===== src/rtl/fir_filter_top.sv =====
`timescale 1ns/1ps
// Bit-serial moving-average FIR filter.
// Serial LSB-first input words are collected in a shift register, stored in
// a circular delay line and summed by one sequential accumulator. The sum is
// divided by FIR_DEPTH with an arithmetic shift, which is a floor division.
// The result is sent out LSB-first under ready/valid flow control.
module fir_filter_top #(
    parameter int DATA_WIDTH = 24,
    parameter int FIR_DEPTH  = 16
) (
    input  logic i_clk,
    input  logic i_rst,
    input  logic i_en,
    input  logic i_din,
    input  logic i_din_valid,
    input  logic i_ready,
    output logic o_ready,
    output logic o_dout,
    output logic o_dout_valid
);

    localparam int LOG2_DEPTH = $clog2(FIR_DEPTH);
    localparam int ACC_WIDTH  = DATA_WIDTH + LOG2_DEPTH;
    localparam int IDX_WIDTH  = $clog2(DATA_WIDTH);

    localparam logic [LOG2_DEPTH:0]  MAC_LAST = (LOG2_DEPTH + 1)'(FIR_DEPTH);
    localparam logic [IDX_WIDTH-1:0] BIT_LAST = IDX_WIDTH'(DATA_WIDTH - 1);

    typedef enum logic [1:0] {
        ST_IDLE,
        ST_MAC,
        ST_SCALE,
        ST_SHIFT_OUT
    } state_t;

    state_t                        r_state;
    logic [DATA_WIDTH-1:0]         r_shreg;
    logic [DATA_WIDTH-1:0]         r_dline [FIR_DEPTH];
    logic [LOG2_DEPTH-1:0]         r_wrPtr;
    logic [LOG2_DEPTH:0]           r_macCnt;
    logic [DATA_WIDTH-1:0]         r_tap;
    logic signed [ACC_WIDTH-1:0]   r_acc;
    logic [DATA_WIDTH-1:0]         r_outReg;
    logic [IDX_WIDTH-1:0]          r_bitIdx;
    logic                          r_dout;
    logic                          r_doutValid;
    logic                          r_ready;

    logic [DATA_WIDTH-1:0]         w_newWord;
    logic signed [ACC_WIDTH-1:0]   w_tapExt;
    logic [DATA_WIDTH-1:0]         w_scaled;
    logic [IDX_WIDTH-1:0]          w_nextIdx;

    // The incoming bit enters at the MSB, so after DATA_WIDTH shifts the word
    // sits LSB-aligned. The tap is sign-extended to the accumulator width.
    // Taking the top DATA_WIDTH bits of the accumulator equals an arithmetic
    // right shift by log2(FIR_DEPTH) followed by truncation.
    assign w_newWord = {i_din, r_shreg[DATA_WIDTH-1:1]};
    assign w_tapExt  = {{LOG2_DEPTH{r_tap[DATA_WIDTH-1]}}, r_tap};
    assign w_scaled  = r_acc[LOG2_DEPTH +: DATA_WIDTH];
    assign w_nextIdx = r_bitIdx + 1'b1;

    assign o_ready      = r_ready;
    assign o_dout       = r_dout;
    assign o_dout_valid = r_doutValid;

    // Control FSM and datapath. The delay line is read through a registered
    // tap, so the MAC phase takes one edge to fill the tap before the first
    // accumulate. All outputs are registered.
    always_ff @(posedge i_clk or negedge i_rst) begin
        if (!i_rst) begin
            r_state     <= ST_IDLE;
            r_shreg     <= '0;
            for (int i = 0; i < FIR_DEPTH; i++) begin
                r_dline[i] <= '0;
            end
            r_wrPtr     <= '0;
            r_macCnt    <= '0;
            r_tap       <= '0;
            r_acc       <= '0;
            r_outReg    <= '0;
            r_bitIdx    <= '0;
            r_dout      <= 1'b0;
            r_doutValid <= 1'b0;
            r_ready     <= 1'b1;
        end else if (i_en) begin
            case (r_state)
                ST_IDLE: begin
                    r_shreg <= w_newWord;
                    if (i_din_valid) begin
                        r_dline[r_wrPtr] <= w_newWord;
                        r_wrPtr          <= r_wrPtr + 1'b1;
                        r_acc            <= '0;
                        r_macCnt         <= '0;
                        r_ready          <= 1'b0;
                        r_state          <= ST_MAC;
                    end
                end
                ST_MAC: begin
                    if (r_macCnt != '0) begin
                        r_acc <= r_acc + w_tapExt;
                    end
                    if (r_macCnt == MAC_LAST) begin
                        r_state <= ST_SCALE;
                    end else begin
                        r_tap <= r_dline[r_macCnt[LOG2_DEPTH-1:0]];
                    end
                    r_macCnt <= r_macCnt + 1'b1;
                end
                ST_SCALE: begin
                    r_outReg    <= w_scaled;
                    r_dout      <= w_scaled[0];
                    r_doutValid <= 1'b0;
                    r_bitIdx    <= '0;
                    r_state     <= ST_SHIFT_OUT;
                end
                ST_SHIFT_OUT: begin
                    if (i_ready) begin
                        if (r_bitIdx == BIT_LAST) begin
                            r_dout      <= 1'b0;
                            r_doutValid <= 1'b0;
                            r_ready     <= 1'b1;
                            r_state     <= ST_IDLE;
                        end else begin
                            r_bitIdx    <= w_nextIdx;
                            r_dout      <= r_outReg[w_nextIdx];
                            r_doutValid <= (w_nextIdx == BIT_LAST);
                        end
                    end
                end
                default: begin
                    r_state <= ST_IDLE;
                    r_ready <= 1'b1;
                end
            endcase
        end
    end

endmodule


===== config.mk =====
export PLATFORM = sky130hd
export DESIGN_NAME = fir_filter_top
export DESIGN_NICKNAME = d
export VERILOG_FILES = /design/src/rtl/fir_filter_top.sv
export SDC_FILE = /design/constraint.sdc
export NUM_CORES = 1
export LEC_CHECK = 0
export ABC_AREA = 1
export CORE_MARGIN = 5
export CORE_UTILIZATION = 25
export CTS_BUF_LIST = sky130_fd_sc_hd__clkbuf_8 sky130_fd_sc_hd__clkbuf_16
export DETAILED_ROUTE_END_ITERATION = 10
export HOLD_SLACK_MARGIN = 0.12
export PLACE_DENSITY = 0.38
export REMOVE_ABC_BUFFERS = 1
export SLEW_MARGIN = 25
export SYNTH_ARGS = -nofsm -noshare
export SYNTH_HDL_FRONTEND = slang
export SYNTH_SLANG_ARGS = --single-unit

===== constraint.sdc =====
create_clock -name i_clk -period 2.6 [get_ports i_clk]
set_input_delay 0.52 -clock i_clk [delete_from_list [all_inputs] [get_ports i_clk]]
set_output_delay 0.52 -clock i_clk [all_outputs]
set_load 0.05 [all_outputs]

# Word level (Yosys, flattened, before mapping)
# Cells that the tools add are included.
# classes
order_cmp	4
addsub	4
reduce_logical	16
n_bitwise	3
n_eq_ne	12
muxes	31
# op_table
operator	count
$bwmux W384	1
$bmux W24 S4	1
$demux W24 S4	1
$mux W24	3
$mux W28	2
$pmux W28 S2	1
$add A28 B24 Y28	1
$pmux W5 S2	2
$eq A5 B5 Y1 const B	3
$mux W5	3
$ne A2 B2 Y1 const B	6
$reduce_and A3 Y1	4
$add A5 B1 Y5 const B	2
$ge A5 B5 Y1 const B	2
$not A4 Y5	2
$reduce_and A5 Y1	2
$mux W1	8
$mux W2	4
$pmux W2 S4	1
$reduce_and A4 Y1	2
$lt A5 B6 Y1 const B	1
$pmux W1 S2	3
$reduce_bool A2 Y1	3
$bmux W1 S5	1
9 further kinds	11
# totals
register_bits	503
out_inout_bits	3
elab_cells	97
in_bits	6

# Depth between registers and ports, before layout
# depth
depth_word	6
depth_mapped	14
depth_no_buf	12

# Least setup slack after synthesis
# OpenSTA, ideal clock, no wires.
# synth_timing
path_type	register -> register
startpoint	register r_macCnt[0]
endpoint	register r_acc[16]
stages_incl_launch_ff	15
path_slack_ns	0.438
period_less_slack_ns	2.162
setup_time_ns	0.131
path_buffers	5
arrival_time_ns	2.031
required_ns	2.469
path_cell_list	dfrtp_1 > clkbuf_2 > inv_1 > buf_2 > clkbuf_1 > ha_1 > nand3_1 > inv_1 > nand3_1 > nand2_2 > nor2_1 > buf_4 > buf_4 > nand3_1 > o21ai_0
# synth_via
elab_chain_cells	3
# synth_rtl
element	line_no	text
start, declared	40	logic [LOG2_DEPTH:0] r_macCnt;
start signal, assigned	108	r_macCnt <= r_macCnt + 1'b1;
$reduce_bool A5 Y1	100	if (r_macCnt != '0) begin
$ne A2 B2 Y1 (no source line)	n/a	
$reduce_and A4 Y1 (no source line)	n/a	
end signal, assigned	101	r_acc <= r_acc + w_tapExt;
end, declared	42	logic signed [ACC_WIDTH-1:0] r_acc;
# Every way passes these cells.
# A chain may end at the register's enable or synchronous reset.

# Worst setup path in the final report
# layout_timing
startpoint	register r_ready (netlist: o_ready)
endpoint	output port o_ready
# layout_lines
element	line_no	text
start, declared	47	logic r_ready;
start signal, assigned	85	r_ready <= 1'b1;
start signal, assigned	95	r_ready <= 1'b0;
start signal, assigned	122	r_ready <= 1'b1;
end, declared	17	output logic o_ready,
# No word-level cell between the ends.

==> reports/results.tsv <==
stage	metric	value	unit
floorplan	Core Footprint	0.0967	mm^2
timing	Final period util	96.8	%
critical_path	CP Buf/Inv Count	1	
timing	Tmin final	2520	ps
synth	Syn Inst Count	3021	
drt	Routed WL	80700	um
layout	fillers	10400	
critical_path	R2R Setup Slk	220	ps
drt	Detail Route Antenna Nets	0	
clock_tree	Clock Tree Buf Depth	3	
critical_path	Setup crit start kind	flop	
clock_tree	H-tree lvl count	2	
global_route	gr ovfl total	0	
global_route	initial antenna violation count	3	
timing	Hold WS	426	ps
synth	main combinational cell family by area after synthesis	simple AND/OR/NAND/NOR gates	
synth	post-synthesis sequential area ratio	51.5	%
global_route	vias in the first global route	19700	
timing	Fin. Hold Viols	0	
synth	Yosys top cell by area	dfrtp_1	
synth	area share of the largest cell type after synthesis	51.4	%
synth	largest cells by area after synthesis	dfrtp_1 (51%), nand2_1 (9.5%), o21ai_0 (8.3%)	
flow_run	total of max-cap violations	0	
drt	DR pass1 iterations	7	
critical_path	r2r startpoint	r_state[1]	
run_status	outcome	completed	
synth	Post-Synth XOR/XNOR Area	0.287	%
critical_path	CP arrival	2000	ps
synth	fraction of synthesized area in multiplexers	0	%
synth	Mapped Area	0.0244	mm^2
synth	FF+latch count, synth	502	
timing	Fmax achieved	397	MHz
floorplan	Die Ht	322	um
place	Buffers on Ports	8	
floorplan	row cnt	114	
clock_tree	root buffer cell	clkbuf_16	
layout	nets@finish	2994	
drt	drt wl/cell	18.9	um
drt	via count	19900	
synth	Post-synth EDFFs	0	
critical_path	CP max FO	2	
clock_tree	CTS Sinks	502	
drt	initial DRC count	1330	
global_route	met2 global-route usage	25.7	%
global_route	first-pass GRT wire length	124000	um
critical_path	reg2reg path depth	8	
timing	Worst Clk Skew	39.1	ps
place	HPWL Detailed	48100	um
timing	Worst-Margin Slew	712	ps
hold_path	path type of the worst min-delay path	input port to asynchronous set/reset pin	
clock_tree	CTS Buf Count	59	
synth	Compound-Gate Fraction of Synth Area	18.2	%
critical_path	RR Endpoint	r_tap[17]	
timing	RSZ-0062 raised after global routing	false	
critical_path	CP cell instances	clkdlybuf4s50_1	
clock_tree	CTS resizes	0	
critical_path	Setup crit end kind	output port	
floorplan	die area	0.104	mm^2
power	worst vdd ir	0.606	mV
critical_path	required time worst endpoint	2080	ps
layout	Layout area overhead	14.8	%
global_route	GR peak layer	met2	
synth	post-synthesis adder-cell area fraction	2.08	%
critical_path	critical path class	flop to output port	
drt	Residual DRC	0	
global_route	largest net degree at the start of global routing	126	
timing	max-slew violation count	0	
critical_path	cell family with most CP delay	buffers and inverters	
layout	n_diodes	0	
floorplan	I/O Pins	9	
floorplan	Initial Util	25.2	%
timing	Rel. slew slack	52.5	%
place	GP Congestion	0.792	
floorplan	Die Wd	322	um
clock_tree	clock transition at the registers of the reported paths	60	ps
clock_tree	TritonCTS clock tree	done	
layout	fin util	28.9	%
timing	Final setup viols	0	
clock_tree	Clk Latency, worst-skew pair	640	ps
power	Leakage Power	12.9	nW
place	placed insts	4162	
synth	Synth Warn #	0	
synth	Synth cell types	43	
global_route	grt met1 use	21.5	%
synth	most frequent cell after synthesis	nand2_1	
synth	share of flip-flops with an asynchronous set or reset	100	%
power	total power	29.4	mW
global_route	GRT Resource Usage Total	15.4	%
layout	Post-Layout Cell Count	4269	
synth	top cells by count, synth	nand2_1 (618), dfrtp_1 (501), o21ai_0 (406)	
synth	Primary FF master, synth	dfrtp_1	
drt	Vias/cell	4.67	
critical_path	Slowest Stage Delay on Critical Path	810	ps
synth	Synth Area in Simple Gates	19.5	%
global_route	met3 global-route usage	1.69	%
critical_path	slowest CP cell	clkdlybuf4s50_1	
power	pwr/cell area	1050	mW/mm^2
synth	Avg Cell Area, Syn	8.07	um^2
layout	share of layout cells above drive strength 1	6.48	%
## cell usage in the layout, fill, tap and decap left out, drive strengths merged, types with 3 or more instances in the layout
master and n:
a21oi 275, inv 288, nand4 12, xor2 6
buf 62, clkinv 9, dfrtp 501, nor2 380
clkdlybuf4s50 7, o22a 16, ha 39, o22ai 49
o21ai 442, nor4 12, and2 3, bufinv 3
nand3 116, nor3 8, or2 6, nand2 620
o211ai 43, a31oi 5, clkbuf 78
## power by group
| part | internal [mW] | switching, mW | total, mW | leakage [nW] |
|---|---|---|---|---|
| clock | 4.94 | 3.48 | 8.43 | 1.02 |
| sequential | 9.06 | 1.03 | 10.1 | 6.31 |
| combinational | 3.42 | 7.51 | 10.9 | 5.52 |
## what timing repair did
action                                 CTS  global route
buffers inserted                         0             0
endpoints found under the hold margin   27             0
hold buffers                             1             0
setup endpoints to repair                0             0
## flip-flops by register name, indices dropped and copies added, names as in the netlist
| signal | cells |
|---|---|
| o_dout | 1 |
| r_tap | 24 |
| r_acc | 28 |
| r_bitIdx | 5 |
| r_macCnt | 5 |
| r_shreg | 23 |
| r_outReg | 24 |
| o_ready | 1 |
| r_dline | 384 |
| r_wrPtr | 4 |
| o_dout_valid | 1 |
| r_state | 2 |
## how the worst max path moves through the flow
stage,startpoint,to,slack (ps),cells past startpoint
after floorplan,r_macCnt[0],r_acc[10],-6620,11
after global placement,i_din_valid,r_acc[6],140,12
after detailed placement,i_en,r_dline[236],120,9
after CTS,o_ready,o_ready,20,1
after global routing,o_ready,o_ready,30,1
final,o_ready,o_ready,80,1
## through the flow
step	setup slack (ps)	setup TNS (ps)	instance area, um^2
2_1_floorplan	-6620	-561550	23400
3_3_place_gp	138	0	26000
3_5_place_dp	120	0	26000
4_1_cts	16.4	0	28000
5_1_grt	27.5	0	28000
6_report	83.2	0	28000
## metal layers
metal  share of wire (%)  up-vias
li1                    -     9717
met1                  47     9748
met2                  47      354
met3                 3.7      109
met4                 2.6        0
met5                   0        -
## kinds of logic after synthesis
kind of cell / count (synthesis)
adders and majority gates: 40
and+or+nand+nor: 1158
AOI/OAI and AO/OA: 835
buffers and inverters: 478
xor gates and xnor gates: 8
DFF: 502
## area by class of cell
class,count,area (um^2),area share (%)
Multi-Input combinational cell,2041,9840,35.2
Clock buffer,78,1740,6.21
Tap cell,1276,1600,5.71
Timing Repair Buffer,70,966,3.45
Inverter,274,1030,3.69
Sequential cell,502,12600,44.9
Clock inverter,28,235,0.841
Note: power is estimated with default switching activity, not from simulation.
